<file path="config.mk">
export PLATFORM = sky130hd
export DESIGN_NAME = serializador_acum
export DESIGN_NICKNAME = d
export VERILOG_FILES = /design/src/rtl/serializador_pkg.sv /design/src/rtl/contador_baudios.sv /design/src/rtl/serializador_acum.sv
export SDC_FILE = /design/constraint.sdc
export NUM_CORES = 1
export LEC_CHECK = 0
export CAP_MARGIN = 25
export CELL_PAD_IN_SITES_DETAIL_PLACEMENT = 0
export CELL_PAD_IN_SITES_GLOBAL_PLACEMENT = 1
export CORE_MARGIN = 2
export CORE_UTILIZATION = 40
export CTS_CLUSTER_SIZE = 16
export DETAILED_ROUTE_END_ITERATION = 10
export PLACE_DENSITY_LB_ADDON = 0.1
export SYNTH_ARGS = -nofsm -noshare
export SYNTH_HDL_FRONTEND = slang
export SYNTH_HIERARCHICAL = 1
export SYNTH_SLANG_ARGS = --single-unit
</file>
<file path="constraint.sdc">
create_clock -name clock -period 4.6 [get_ports clock]
set_input_delay 0.92 -clock clock [delete_from_list [all_inputs] [get_ports clock]]
set_output_delay 0.92 -clock clock [all_outputs]
set_load 0.02 [all_outputs]
</file>
<file path="src/rtl/serializador_pkg.sv">
`default_nettype none
// ============================================================================
// Module      : serializador_pkg
// Description : Shared constants for the accumulator serial output stage:
//               FSM state encodings, idle line level and frame length.
//               Frame length honours SERIALIZADOR_PARITY_EN.
// Revision    : 1.0 - initial release
// ============================================================================
package serializador_pkg;

    // FSM state encoding (3-bit)
    localparam int         c_state_w   = 3;
    localparam logic [2:0] c_st_idle   = 3'd0;
    localparam logic [2:0] c_st_start  = 3'd1;
    localparam logic [2:0] c_st_data   = 3'd2;
    localparam logic [2:0] c_st_flag   = 3'd3;
    localparam logic [2:0] c_st_parity = 3'd4;
    localparam logic [2:0] c_st_stop   = 3'd5;

    // Level the serial line rests at between frames
    localparam logic c_line_idle = 1'b1;

    // Default accumulator width
    localparam int c_data_w_def = 6;

    // Bits per frame: start + data + flag (+ parity) + stop
    function automatic int frame_bits(input int data_w);
`ifdef SERIALIZADOR_PARITY_EN
        return data_w + 4;
`else
        return data_w + 3;
`endif
    endfunction

    localparam int c_frame_bits = frame_bits(c_data_w_def);

endpackage
`default_nettype wire

</file>
<file path="src/rtl/contador_baudios.sv">
`default_nettype none
// ============================================================================
// Module      : contador_baudios
// Description : Baud counter. Counts 0..CLKS_PER_BIT-1 while enabled and
//               emits a one-cycle tick on the last count. A synchronous clear
//               restarts the bit period (used on every FSM state change).
// Revision    : 1.0 - initial release
// ============================================================================
module contador_baudios #(
    parameter int CLKS_PER_BIT = 16
) (
    input  logic clock,
    input  logic i_clr,
    input  logic i_en,
    output logic o_tick
);

    localparam int                 c_cnt_w   = $clog2(CLKS_PER_BIT);
    localparam logic [c_cnt_w-1:0] c_cnt_max = c_cnt_w'(CLKS_PER_BIT - 1);

    logic [c_cnt_w-1:0] r_cnt;

    // Tick on the final count of each bit period
    assign o_tick = i_en && (r_cnt == c_cnt_max);

    // Count clock cycles within the current bit, wrapping on the tick
    always_ff @(posedge clock) begin
        if (i_clr) begin
            r_cnt <= '0;
        end else if (i_en) begin
            r_cnt <= o_tick ? '0 : (r_cnt + c_cnt_w'(1));
        end
    end

endmodule
`default_nettype wire

</file>
<file path="src/rtl/serializador_acum.sv">
`default_nettype none
// ============================================================================
// Module      : serializador_acum
// Description : Serialises the accumulator value and overflow flag as a
//               UART-style frame: start, data LSB first, flag, [parity], stop.
//               Keeps a sticky overflow flag between frame captures.
//               Optional even parity bit: define SERIALIZADOR_PARITY_EN.
// Revision    : 1.0 - initial release
// ============================================================================
module serializador_acum
    import serializador_pkg::*;
#(
    parameter int DATA_W       = 6,
    parameter int CLKS_PER_BIT = 16
) (
    input  logic              clock,
    input  logic              i_rst,
    input  logic [DATA_W-1:0] i_data,
    input  logic              i_overflow,
    input  logic              i_start,
    output logic              o_tx,
    output logic              o_busy,
    output logic              o_done,
    output logic              o_ovf_sticky
);

    localparam int                 c_idx_w    = (DATA_W > 1) ? $clog2(DATA_W) : 1;
    localparam logic [c_idx_w-1:0] c_idx_last = c_idx_w'(DATA_W - 1);

    logic [c_state_w-1:0] r_state;
    logic [DATA_W-1:0]    r_shift;
    logic [c_idx_w-1:0]   r_bit_idx;
    logic                 r_flag;
    logic                 r_sticky;
    logic                 r_tx;
    logic                 r_busy;
    logic                 r_done;
`ifdef SERIALIZADOR_PARITY_EN
    logic                 r_parity;
`endif

    logic [c_state_w-1:0] w_state_next;
    logic [DATA_W-1:0]    w_shift_next;
    logic                 w_tx_next;
    logic                 w_tick;
    logic                 w_capture;
    logic                 w_flag_cap;
    logic                 w_clr;

    assign w_capture  = (r_state == c_st_idle) && i_start;
    // Sticky plus same-cycle overflow so no event is missed at capture
    assign w_flag_cap = r_sticky | i_overflow;
    // Every state change restarts the bit period
    assign w_clr      = i_rst || (w_state_next != r_state);

    contador_baudios #(
        .CLKS_PER_BIT (CLKS_PER_BIT)
    ) u_contador_baudios (
        .clock  (clock),
        .i_clr  (w_clr),
        .i_en   (r_state != c_st_idle),
        .o_tick (w_tick)
    );

    // Next-state logic of the frame sequencer
    always_comb begin
        w_state_next = r_state;
        case (r_state)
            c_st_idle:   if (i_start) w_state_next = c_st_start;
            c_st_start:  if (w_tick)  w_state_next = c_st_data;
            c_st_data:   if (w_tick && (r_bit_idx == c_idx_last)) w_state_next = c_st_flag;
`ifdef SERIALIZADOR_PARITY_EN
            c_st_flag:   if (w_tick)  w_state_next = c_st_parity;
            c_st_parity: if (w_tick)  w_state_next = c_st_stop;
`else
            c_st_flag:   if (w_tick)  w_state_next = c_st_stop;
`endif
            c_st_stop:   if (w_tick)  w_state_next = c_st_idle;
            default:                  w_state_next = c_st_idle;
        endcase
    end

    // Shift register load/shift and the registered line level for next cycle
    always_comb begin
        w_shift_next = r_shift;
        if (w_capture) begin
            w_shift_next = i_data;
        end else if ((r_state == c_st_data) && w_tick) begin
            w_shift_next = r_shift >> 1;
        end

        w_tx_next = c_line_idle;
        case (w_state_next)
            c_st_start:  w_tx_next = ~c_line_idle;
            c_st_data:   w_tx_next = w_shift_next[0];
            c_st_flag:   w_tx_next = r_flag;
`ifdef SERIALIZADOR_PARITY_EN
            c_st_parity: w_tx_next = r_parity;
`endif
            default:     w_tx_next = c_line_idle;
        endcase
    end

    // State, datapath and registered outputs
    always_ff @(posedge clock) begin
        if (i_rst) begin
            r_state   <= c_st_idle;
            r_shift   <= '0;
            r_bit_idx <= '0;
            r_flag    <= 1'b0;
            r_sticky  <= 1'b0;
            r_tx      <= c_line_idle;
            r_busy    <= 1'b0;
            r_done    <= 1'b0;
`ifdef SERIALIZADOR_PARITY_EN
            r_parity  <= 1'b0;
`endif
        end else begin
            r_state <= w_state_next;
            r_shift <= w_shift_next;

            if (r_state != c_st_data) begin
                r_bit_idx <= '0;
            end else if (w_tick) begin
                r_bit_idx <= (r_bit_idx == c_idx_last) ? '0 : (r_bit_idx + c_idx_w'(1));
            end

            if (w_capture) begin
                r_flag <= w_flag_cap;
`ifdef SERIALIZADOR_PARITY_EN
                r_parity <= (^i_data) ^ w_flag_cap;
`endif
            end

            // Capture clears: an overflow on that edge is already in the frame
            r_sticky <= w_capture ? 1'b0 : (r_sticky | i_overflow);

            r_tx   <= w_tx_next;
            r_busy <= (w_state_next != c_st_idle);
            r_done <= (r_state == c_st_stop) && w_tick;
        end
    end

    assign o_tx         = r_tx;
    assign o_busy       = r_busy;
    assign o_done       = r_done;
    assign o_ovf_sticky = r_sticky;

endmodule
`default_nettype wire

</file>
* Yosys cells after proc, flatten, opt, wreduce, memory -nomap -nowiden
Cells that the tools add are included.
** Storage, ports and cells
- Flip-flop bits (word level) :: 21
- Input bits :: 10
- Logic and storage cells :: 47
** Cells by class
- Add/subtract/negate cells :: 2
- Eq/ne operators :: 11
- Mux-type cells :: 11
- Bitwise gates (word level) :: 1
- Reductions and logical operators :: 12
** Operator list (count)
- 2-to-1 mux 3 bit :: 6
- one-hot mux 3 bit (5 select lines) :: 1
- equality test 3 x 2 -> 1 bit (second input constant) :: 4
- 2-to-1 mux 6 bit :: 2
- equality test 3 x 1 -> 1 bit (second input constant) :: 2
- equality test 3 bit (second input constant) :: 2
- nonzero test 3 bit :: 2
- logical AND 1 bit :: 5
- adder 4 x 1 -> 4 bit (second input constant) :: 1
- equality test 4 bit (second input constant) :: 1
- 2-to-1 mux 4 bit :: 1
- OR reduction 2 bit :: 2
- adder 3 x 1 -> 3 bit (second input constant) :: 1
- zero test 3 bit :: 1
- inequality test 3 x 2 -> 1 bit (second input constant) :: 1
- inequality test 3 bit :: 1
- one-hot mux 1 bit (3 select lines) :: 1
- nonzero test 2 bit :: 1
- logical OR 1 bit :: 1
- OR 1 bit :: 1

* Depth between registers and ports, before layout
Gate-level depths: netlist (run 1).
- Depth after elaboration :: 7
- Mapped depth :: 10

* By module
Netlist (run 1), hierarchy kept.
** Modules (own cells, without submodules)
- serializador_acum :: times used 1, cells an instance 89, area an instance 808.3 um^2, sequential area each 340.3 um^2
- contador_baudios :: times used 1, cells an instance 20, area an instance 183.9 um^2, sequential area each 80.1 um^2

* Worst setup path after synthesis (run 1)
No wires, ideal clock.
- Kind :: register to register
- Start :: register r_state[2]
- End :: register u_contador_baudios.r_cnt[3]
- Setup time :: 78 ps
- Data arrival time :: 1930 ps
- Required time :: 4522 ps
- Path slack :: 2592 ps
- Stages on the path, launching flop included :: 11
- Path buffers :: 2
- Cell sequence :: dfxtp_1 buf_2 nor2_1 nand2_1 and4_2 buf_2 and4b_1 o22ai_1 a21oi_1 or2_1 nor3_1
** On the way
- Cells in the longest elaborated chain, start to end :: 7
** Ends and longest elaborated chain
- from (decl) :: RTL line serializador_acum.sv:30 : logic [c_state_w-1:0] r_state;
- from (signal assigned) :: RTL line serializador_acum.sv:107 : r_state <= c_st_idle;
- from (signal assigned) :: RTL line serializador_acum.sv:119 : r_state <= w_state_next;
- nonzero test 3 bit (*) :: RTL line serializador_acum.sv:61 : .i_en (r_state != c_st_idle),
- logical AND 1 bit (*) :: RTL line contador_baudios.sv:24 : assign o_tick = i_en && (r_cnt == c_cnt_max);
- net w_tick :: RTL line serializador_acum.sv:45 : logic w_tick;
- logical AND 1 bit :: RTL line serializador_acum.sv:71 : c_st_data: if (w_tick && (r_bit_idx == c_idx_last)) w_state_next = c_st_flag;
- 2-to-1 mux 3 bit :: RTL line serializador_acum.sv:71
- one-hot mux 3 bit (5 select lines) (*) :: RTL line serializador_acum.sv:68 : case (r_state)
- inequality test 3 bit (*) :: RTL line serializador_acum.sv:54 : assign w_clr = i_rst || (w_state_next != r_state);
- logical OR 1 bit (*) :: RTL line serializador_acum.sv:54
- net w_clr :: RTL line serializador_acum.sv:48 : logic w_clr;
- to (signal assigned) :: RTL line contador_baudios.sv:31 : r_cnt <= o_tick ? '0 : (r_cnt + c_cnt_w'(1));
- to (decl) :: RTL line contador_baudios.sv:21 : logic [c_cnt_w-1:0] r_cnt;
The timed path passes the listed nets; every way through them passes the cells marked *.
A chain may end at the register's enable or synchronous reset.

* Worst setup path in the final report (run 1)
- Start :: register r_state[2]
- End :: register r_tx, in the netlist o_tx
** On the way
- Cells in the longest elaborated chain, start to end :: 7
** Ends and longest elaborated chain
- nonzero test 3 bit (*) :: RTL line serializador_acum.sv:61
- logical AND 1 bit (*) :: RTL line contador_baudios.sv:24
- net w_tick :: RTL line serializador_acum.sv:45
- logical AND 1 bit :: RTL line serializador_acum.sv:71
- 2-to-1 mux 3 bit :: RTL line serializador_acum.sv:71
- one-hot mux 3 bit (5 select lines) :: RTL line serializador_acum.sv:68
- equality test 3 x 2 -> 1 bit or equality test 3 x 1 -> 1 bit (tied branches) :: RTL line serializador_acum.sv:93 : case (w_state_next)
- one-hot mux 1 bit (3 select lines) (*) :: RTL line serializador_acum.sv:93
- to (signal assigned) :: RTL line serializador_acum.sv:112 : r_tx <= c_line_idle;
- to (signal assigned) :: RTL line serializador_acum.sv:138 : r_tx <= w_tx_next;
- to (decl) :: RTL line serializador_acum.sv:35 : logic r_tx;
The timed path passes the listed nets; every way through them passes the cells marked *. The select of a mux whose other input is x is not followed.

==> reports/summary.txt, run 1 <==
post-DP HPWL = 1340 um
complex-gate fraction of the synthesized area = 14.4%
crit path launch type = flip-flop
nets = 133
outcome = finished clean
Adder-Cell Fraction of Synth Area = 2.27%
number of fill cells = 236
CTS max path bufs = 2
layout cells sized above 1 = 9.09%
synthesized area = 992 um2
CP arrival = 2.50 ns
clk_lat worst skew = 0.29 ns
maximum vdd drop = 0.185 mV
Crit Path Max Fanout = 11
Hold Vio Cnt, Final = 0
Post-synth EDFFs = 0
worst slew pin tran = 0.596 ns
Synth top cells by count = dfxtp_1 (21), nor2_1 (15), a21oi_1 (8)
vias = 798
Via density = 5.28
Yosys top cell area share = 42.4%
total track usage = 14.8%
# clock sinks = 21
Setup TNS = 0 ns
Max transition margin = 60.1%
Boundary Pins = 14
detailed-route DRC error count = 0
multi-input logic area = 534 um2
main combinational cell family by area after synthesis = simple AND/OR/NAND/NOR gates
drt total wl = 1870 um
Hold WC Path Type = flip-flop to flip-flop
CP dominant cell by count = nand2_1
maximum clock frequency = 440 MHz
sequential element share of the synthesized area = 42.4%
critical path class = flip-flop to flip-flop
most numerous cell in the Yosys netlist = dfxtp_1
Crit. End Element = flip-flop
Port Buf Inserts = 13
n_diodes = 0
asr flop ratio synth = 0%
clk root buf = clkbuf_4
Slew Limit Fails = 0
reg2reg setup slack = 2.33 ns
max_cap viols = 0
Top FF cell, synth = dfxtp_1
crit-path cells = nor2_1, nand2_1, and4_2, nand2_1, maj3_1, o22a_1, a2bb2oi_1
pwr/cell area = 283 mW/mm2
Rows = 18
die area = 0.00289 mm2
number of global-route vias before repair = 683
Layout area overhead = 16.5%
Leak Pwr = 0.407 nW
Num CTS Buffers = 3
post-synth net total = 120
DRT antenna net count = 0
Crit. Startpoint = r_state[2]
cell taking the most area after synthesis = dfxtp_1
FF-to-FF path depth = 7
Mean Syn Cell Area = 9.10 um2
CP max-delay cell = dfxtp_1
Synth Area in XOR/XNOR = 2.65%
unique cell type count in the Yosys netlist = 37
post-CTS setup buffers = 0
gpl congestion = 0.744
CTS hold repair buffers = 0
DRT iter0 DRCs = 12
Initial Util = 41.2%
unrepaired setup endpoints after global routing = false
RR Startpoint = r_state[2]
Reg clk slew, reported paths = 0.11 ns
Cells after Synth = 109
post-synthesis mux area share = 4.04%
die width = 53.8 um
Yosys Warn Count = 6
hold path start = r_shift[1]
clk_skew = 0.00205 ns
Chip Height = 53.8 um
Hold EP = r_shift[1]
initial antenna violation count = 0
core area = 0.00241 mm2
H-tree depth = 1
fin crit period = 2.27 ns
FF+latch count, synth = 21
CTS tree = yes
top cells by area, synth = dfxtp_1 (42%), nor2_1 (5.7%), a21oi_1 (4.0%)
CP max stage delay = 0.58 ns
CP Data Required Time = 4.83 ns
worst hold slack = 0.473 ns
drt pass-1 iters = 4
post-synthesis simple-gate area fraction = 30.5%
largest net degree at the start of global routing = 16
worst r2r dst = o_tx
global route overflow = 0
first-pass GRT wire length = 3100 um
Post-CTS Resized = 0
WL/cell = 12.4 um
Hold Crit Depth = 2
Final setup viols = 0
Tcrit/Tclk final = 49.4%
register area = 420 um2
-- metal layers --
metal	GRT usage (%)	share of wire (%)	vias to the layer above	wire [um]
met5	0	0	-	0
met4	3.85	0.54	0	10
met3	5.00	3.9	2	73
met2	21.7	42	15	778
met1	20.6	54	363	1000
li1	-	-	418	-
-- layout make-up --
type / instances / area share (%)
multi-input cells: 81 / 46.2
flip-flops and latches: 21 / 36.4
repair buffers: 13 / 11.3
well taps: 30 / 3.25
clock buffers: 4 / 2.27
inverters: 2 / 0.649
-- cell usage in the layout, fill, tap and decap left out, types with 2 or more instances in the layout --
master	instances
nand2_1	7
a211oi_1	2
mux2i_1	4
o22ai_1	4
nor2_1	15
nor3_2	2
dfxtp_1	21
nor3b_1	2
nand2b_1	4
nor3_1	7
clkdlybuf4s50_1	13
a21oi_1	8
nand3b_1	2
xnor2_1	2
a22oi_1	2
nand3_1	2
clkbuf_4	3
or2_1	2
-- worst max path at each step --
stage                                  end  slack [ns]  cells past startpoint
3_3_place_gp                          o_tx        2.13                      5
3_5_place_dp                          o_tx        2.12                      5
5_1_grt        u_contador_baudios/r_cnt[3]        2.10                      8
4_1_cts                               o_tx        2.35                      7
6_report                              o_tx        2.33                      7
2_1_floorplan  u_contador_baudios/r_cnt[3]        2.59                     10
-- flip-flops by register name, indices dropped and copies added, names as in the netlist --
signal,cells
r_shift,6
u_contador_baudios/r_cnt,4
r_bit_idx,3
r_state,3
o_busy,1
o_done,1
o_ovf_sticky,1
o_tx,1
r_flag,1
-- worst max-delay path, delay by kind of cell (launching register included) --
| family | cells | cell delay [ns] |
|---|---|---|
| simple gates | 4 | 0.90 |
| flops | 1 | 0.58 |
| fa+ha+maj | 1 | 0.38 |
| compound gates | 2 | 0.34 |
-- logic make-up (layout without fill, tap and decap cells) --
family          Yosys count  in the layout
xor+xnor                  3              3
compound gates           22             22
buf+inv                   7             19
mux                       4              4
flops                    21             21
fa+ha+maj                 2              2
simple gates             50             50
-- per-stage QoR --
stage	utilization, %	instance area (um2)	setup slack (ns)	power [W]	cells
2_1_floorplan	-	992	2.59	0.000229	109
3_3_place_gp	46.9	1130	2.13	0.000245	147
3_5_place_dp	46.9	1130	2.12	0.000246	147
4_1_cts	48.0	1160	2.35	0.000333	151
5_1_grt	48.0	1160	2.10	0.000345	151
6_report	48.0	1160	2.33	0.000327	151
-- power by group --
part	switching, W	total (W)	internal [W]
sequential	0.00000632	0.000197	0.000190
combinational	0.0000207	0.0000449	0.0000242
clock	0.0000517	0.0000854	0.0000337
total	0.0000787	0.000327	0.000248
Power figures use the tool's default switching activity.
==> run 2: changes to the inputs <==
- CORE_UTILIZATION: 40 -> 36
- clock period: 4.6 -> 2 ns (I/O delays scaled with it)
==> run 2 against run 1 <==
  * Flip-flop and latch count unchanged
  * Critical path depth unchanged
  * Combinational power increased to 2.7 times the previous value
  * Cell count is 6.6% higher
  * Power is 140% higher
  * Critical endpoint is now u_contador_baudios/r_cnt[3]
  * Clock skew up 0.0033 ns
  * Largest power group unchanged
  * Highest routed layer unchanged
  * Routed wire length increased by 9.1%
  * Hold slack got worse by 0.0050 ns
  * First-iteration DRC count rose by 58%
  * Global-route usage shrank 0.23 points
  * Via count up 6.5%
==> reports/summary.txt, run 2 (synthesis gave the netlist of run 1 again) <==
fin crit period = 1.79 ns (-0.476 ns)
pwr/cell area = 633 mW/mm2 (+120%)
drt pass-1 iters = 4 (unchanged)
RR Startpoint = u_contador_baudios/r_cnt[0]
Sw Share = 25.9% (+1.8 points)
post-layout util = 45.9% (-2.1 points)
most frequent cells in the layout = dfxtp_1 (21), nor2_1 (14), clkdlybuf4s50_1 (13)
DRT antenna net count = 0 (unchanged)
H-tree depth = 1 (unchanged)
largest net degree at the start of global routing = 13 (-3)
Num CTS Buffers = 3 (unchanged)
Hold WC Path Type = flip-flop to flip-flop
crit path launch type = flip-flop
Hold Vio Cnt, Final = 0 (unchanged)
Top reg by flops = r_shift
CTS hold repair buffers = 0 (unchanged)
die area = 0.00319 mm2 (+10%)
max FFs per register = 6 (unchanged)
Crit Path Max Fanout = 9 (-2)
critical path class = flip-flop to flip-flop
outcome = finished clean
initial antenna violation count = 0 (unchanged)
Layout area overhead = 24.2%
die width = 56.5 um (+5.0%)
first-pass GRT wire length = 3570 um (+15%)
NetSw = 0.000202 W (+160%)
Final Power = 0.000780 W (+140%)
CTS tree = yes
Rows = 19 (+1)
Setup TNS = 0 ns (unchanged)
detailed-route DRC error count = 0 (unchanged)
Max transition margin = 77.0% (+17 points)
Crit. End Element = flip-flop
Slew Limit Fails = 0 (unchanged)
WL/cell = 12.6 um (+2.3%)
clk root buf = clkbuf_4
Initial Util = 36.9% (-4.2 points)
CP arrival = 2.04 ns (-0.46 ns)
multi-input logic area = 541 um2 (+1.2%)
layout cells sized above 1 = 17.7% (+8.6 points)
Via density = 5.28 (about the same)
clock share of power = 27.1% (+1.0 points)
CTS max path bufs = 2 (unchanged)
maximum clock frequency = 557 MHz (+27%)
Gate power share = 15.4% (+1.7 points)
Tcrit/Tclk final = 89.7% (+40 points)
Reg clk slew, reported paths = 0.12 ns (about the same)
DRT iter0 DRCs = 19 (+7)
gpl congestion = 0.773 (+3.9%)
worst slew pin tran = 0.344 ns (-0.252 ns)
number of global-route vias before repair = 801 (+17%)
Port Buf Inserts = 13 (unchanged)
number of fill cells = 284 (+20%)
core area = 0.00269 mm2 (+11%)
clk_lat worst skew = 0.31 ns (+0.02 ns)
unrepaired setup endpoints after global routing = false
Boundary Pins = 14 (unchanged)
Crit. Startpoint = u_contador_baudios/r_cnt[0]
CP Data Required Time = 2.25 ns (-2.58 ns)
Final setup viols = 0 (unchanged)
hold path start = r_shift[3]
internal power = 0.000578 W (+130%)
vias = 850 (+6.5%)
max_cap viols = 0 (unchanged)
top flop regs = r_shift: 6 flops, u_contador_baudios/r_cnt: 4 flops
maximum vdd drop = 0.468 mV (+150%)
register area = 420 um2 (unchanged)
nets = 142 (+6.8%)
post-DP HPWL = 1500 um (+12%)
Chip Height = 56.5 um (+5.0%)
commonest non-fill, non-tap cell in the layout = dfxtp_1
Flop pwr share = 57.5% (-2.6 points)
# clock sinks = 21 (unchanged)
total track usage = 14.6% (-0.23 points)
global route overflow = 0 (unchanged)
n_diodes = 0 (unchanged)
Leak Pwr = 0.455 nW (+12%)
clk_skew = 0.00533 ns (+0.00327 ns)
drt total wl = 2040 um (+9.1%)
[run 2: changes by cell type in the layout (fill, tap and decap cells not counted), sizes merged]
cell / delta
buf: +9
clkbuf: -1
clkinv: +1
[run 2: worst max-delay path, stage by stage (launching register included)]
cell and delay, ns:
dfxtp_1 0.36, ha_1 0.22, and4_4 0.23, and4b_1 0.22, o22ai_1 0.15, a21oi_1 0.09
or2_1 0.27, nor3_1 0.18
[run 2: stage by stage]
step	instances	area, um2	setup WS, ns	hold WS [ns]
detailed placement	157	1200	0.0699	0.450
CTS	161	1230	0.0674	0.468
global route	161	1230	0.0165	0.497
finish	161	1230	0.205	0.468
floorplan	109	995	0.0124	0.437
global placement	157	1200	0.0635	0.448
[run 2: final timing paths]
path         slack [ns]                          end  cells past startpoint
max                0.21  u_contador_baudios/r_cnt[3]                      7
min reg2reg        0.47                   r_shift[3]                      2
min                0.47                   r_shift[3]                      2
max reg2reg        0.21  u_contador_baudios/r_cnt[3]                      7
[run 2: what timing repair did]
action,4_1_cts,5_1_grt
endpoints found under the setup margin,0,4
setup buffers,0,0
resized for setup,0,2
[run 2: area by class of cell]
type | instances | share of cell area (%)
Sequential cell | 21 | 34.1
Tap cell | 31 | 3.15
Clock inverter | 1 | 0.406
Inverter | 2 | 0.609
Timing Repair Buffer | 22 | 16.0
Clock buffer | 3 | 1.83
Multi-Input combinational cell | 81 | 43.9
[run 2: power by group through the flow]
stage / combinational (W) / sequential [W] / clock [W]
after floorplan: 0.0000660 / 0.000461 / 0
after global placement: 0.000121 / 0.000457 / 0
after detailed placement: 0.000120 / 0.000458 / 0
after CTS: 0.000121 / 0.000448 / 0.000223
after global routing: 0.000133 / 0.000451 / 0.000240
final: 0.000120 / 0.000448 / 0.000212
[run 2: layer usage]
| metal | part of all wire (%) | GRT usage [%] | vias up |
|---|---|---|---|
| li1 | - | - | 433 |
| met1 | 50 | 19.9 | 400 |
| met2 | 44 | 21.3 | 13 |
| met3 | 4.0 | 5.07 | 4 |
| met4 | 1.2 | 5.10 | 0 |
| met5 | 0 | 0 | - |
==> run 3: changes to the inputs <==
- GPL_TIMING_DRIVEN: unset -> 0
==> run 3 against run 2 <==
  * Non-clock buffer count shrank 3
  * Register-to-register slack lost 0.09 ns
  * Power shrank 1.2%
  * Combinational power is essentially flat
  * Critical path depth grew 1
  * First-iteration DRC count grew 26%
  * Critical endpoint is now o_tx
==> reports/summary.txt, run 3 (synthesis gave the netlist of run 1 again) <==
post-DP HPWL = 1420 um (-5.6%)
crit-path cells = buf_4, inv_2, nand2_4, and4_4, nand2_2, maj3_1, o22a_1, a2bb2oi_1
Hold Vio Cnt, Final = 0 (unchanged)
clk root buf = clkbuf_4
Final Instance Area = 0.00122 mm2 (-0.81%)
pre-CTS setup slack = -0.249 ns (-0.318 ns)
CTS max path bufs = 2 (unchanged)
placed cells = 153 (-2.5%)
Max transition margin = 61.3% (-16 points)
Top delay family on crit path = simple AND/OR/NAND/NOR gates
top flop regs = r_shift: 6 flops, u_contador_baudios/r_cnt: 4 flops
die width = 56.5 um (unchanged)
maximum vdd drop = 0.329 mV (-30%)
fin crit period = 1.88 ns (+0.0857 ns)
number of fill cells = 290 (+2.1%)
clock share of power = 26.4% (-0.7 points)
n_diodes = 0 (unchanged)
largest net degree at the start of global routing = 12 (-1)
Via density = 5.23 (-0.98%)
die area = 0.00319 mm2 (unchanged)
CP arrival = 2.12 ns (+0.08 ns)
# clock sinks = 21 (unchanged)
Crit. End Element = flip-flop
total track usage = 13.5% (-1.1 points)
DP Area = 0.00116 mm2 (-3.1%)
first-pass GRT wire length = 3400 um (-4.7%)
worst hold slack = 0.464 ns (-0.00363 ns)
Rows = 19 (unchanged)
maximum clock frequency = 532 MHz (-4.6%)
Final setup viols = 0 (unchanged)
CP max stage delay = 0.37 ns (about the same)
Top reg by flops = r_shift
Reg clk slew, reported paths = 0.12 ns (about the same)
DRT antenna net count = 0 (unchanged)
H-tree depth = 1 (unchanged)
Boundary Pins = 14 (unchanged)
critical path class = flip-flop to flip-flop
Initial Util = 36.9% (unchanged)
CP Data Required Time = 2.24 ns (about the same)
drt total wl = 1970 um (-3.0%)
clk_lat worst skew = 0.30 ns (about the same)
WL/cell = 12.5 um (-1.2%)
Slew Limit Fails = 0 (unchanged)
outcome = finished clean
Setup TNS = 0 ns (unchanged)
global route overflow = 0 (unchanged)
max_cap viols = 0 (unchanged)
Sw Share = 24.9% (-1.0 points)
Buf/Inv on CP = 2 (+2)
detailed-route DRC error count = 0 (unchanged)
core area = 0.00269 mm2 (unchanged)
NetSw = 0.000192 W (-5.1%)
gpl congestion = 0.756 (-2.2%)
most frequent cells in the layout = dfxtp_1 (20), nor2_1 (14), clkdlybuf4s50_1 (13)
vias = 826 (-2.8%)
initial antenna violation count = 0 (unchanged)
nets = 139 (-2.1%)
CTS tree = yes
Num CTS Buffers = 3 (unchanged)
commonest non-fill, non-tap cell in the layout = dfxtp_1
Tcrit/Tclk final = 94.0% (+4.3 points)
CP max-delay cell = dfxtp_2
Leak Pwr = 0.440 nW (-3.5%)
Hold WC Path Type = flip-flop to flip-flop
Port Buf Inserts = 13 (unchanged)
DRT iter0 DRCs = 24 (+5)
crit path launch type = flip-flop
drt pass-1 iters = 4 (unchanged)
Chip Height = 56.5 um (unchanged)
number of global-route vias before repair = 787 (-1.7%)
final std cells w/o fill = 158 (-1.9%)
Final WS setup = 0.120 ns (-0.0857 ns)
max FFs per register = 6 (unchanged)
clk_skew = 0.00206 ns (-0.00327 ns)
layout cells sized above 1 = 15.7% (-1.9 points)
Crit Path Max Fanout = 10 (+1)
unrepaired setup endpoints after global routing = false
Layout area overhead = 23.2%
internal power = 0.000579 W (+0.15%)
worst slew pin tran = 0.578 ns (+0.234 ns)
pwr/cell area = 631 mW/mm2 (-0.41%)
CTS hold repair buffers = 0 (unchanged)
Flop pwr share = 58.0% (+0.5 points)
Gate power share = 15.6% (+0.2 points)
[run 3: cell type report]
type	instances	area [um2]	area share (%)
plain buffers	4	30.0	2.46
clock buffers	4	26.3	2.15
inverters	2	7.51	0.614
multi-input cells	81	553	45.2
flip-flops and latches	21	422	34.5
well taps	31	38.8	3.17
repair buffers	15	145	11.9
[run 3: worst paths after layout]
| kind | from | end | slack, ns | depth (start not counted) |
|---|---|---|---|---|
| setup / recovery | r_state[1] | o_tx | 0.12 | 8 |
| hold / removal | r_shift[3] | r_shift[3] | 0.46 | 2 |
| setup reg to reg | r_state[1] | o_tx | 0.12 | 8 |
| hold reg to reg | r_shift[3] | r_shift[3] | 0.46 | 2 |
[run 3: per-layer routing]
metal / GRT usage [%] / up-vias / share of wire (%)
li1: - / 425 / -
met1: 18.1 / 389 / 51
met2: 20.4 / 10 / 45
met3: 2.30 / 2 / 2.8
met4: 7.14 / 0 / 0.86
met5: 0 / - / 0
[run 3: power groups by stage]
| stage | registers [W] | logic, W | clock network [W] |
|---|---|---|---|
| floorplan | 0.000461 | 0.0000660 | 0 |
| global placement | 0.000456 | 0.000113 | 0 |
| detailed placement | 0.000456 | 0.000113 | 0 |
| CTS | 0.000447 | 0.000121 | 0.000216 |
| global route | 0.000449 | 0.000132 | 0.000234 |
| finish | 0.000447 | 0.000120 | 0.000204 |
[run 3: worst register-to-register path, cell delays in order (launching register included)]
cell and delay (ns):
dfxtp_2 0.37, buf_4 0.18, inv_2 0.08, nand2_4 0.09, and4_4 0.29, nand2_2 0.11
maj3_1 0.36, o22a_1 0.20, a2bb2oi_1 0.14
[run 3: timing repair]
item,CTS,global route
resized for setup,8,1
setup buffers,2,0
endpoints found under the setup margin,8,7
endpoints found under the hold margin,0,0
pin swaps,5,0
[run 3: per-stage QoR]
stage / util (%) / total power (W)
6_report: 45.5 / 0.000771
5_1_grt: 45.5 / 0.000814
4_1_cts: 45.6 / 0.000784
3_5_place_dp: 43.3 / 0.000570
3_3_place_gp: 43.3 / 0.000570
2_1_floorplan: - / 0.000527
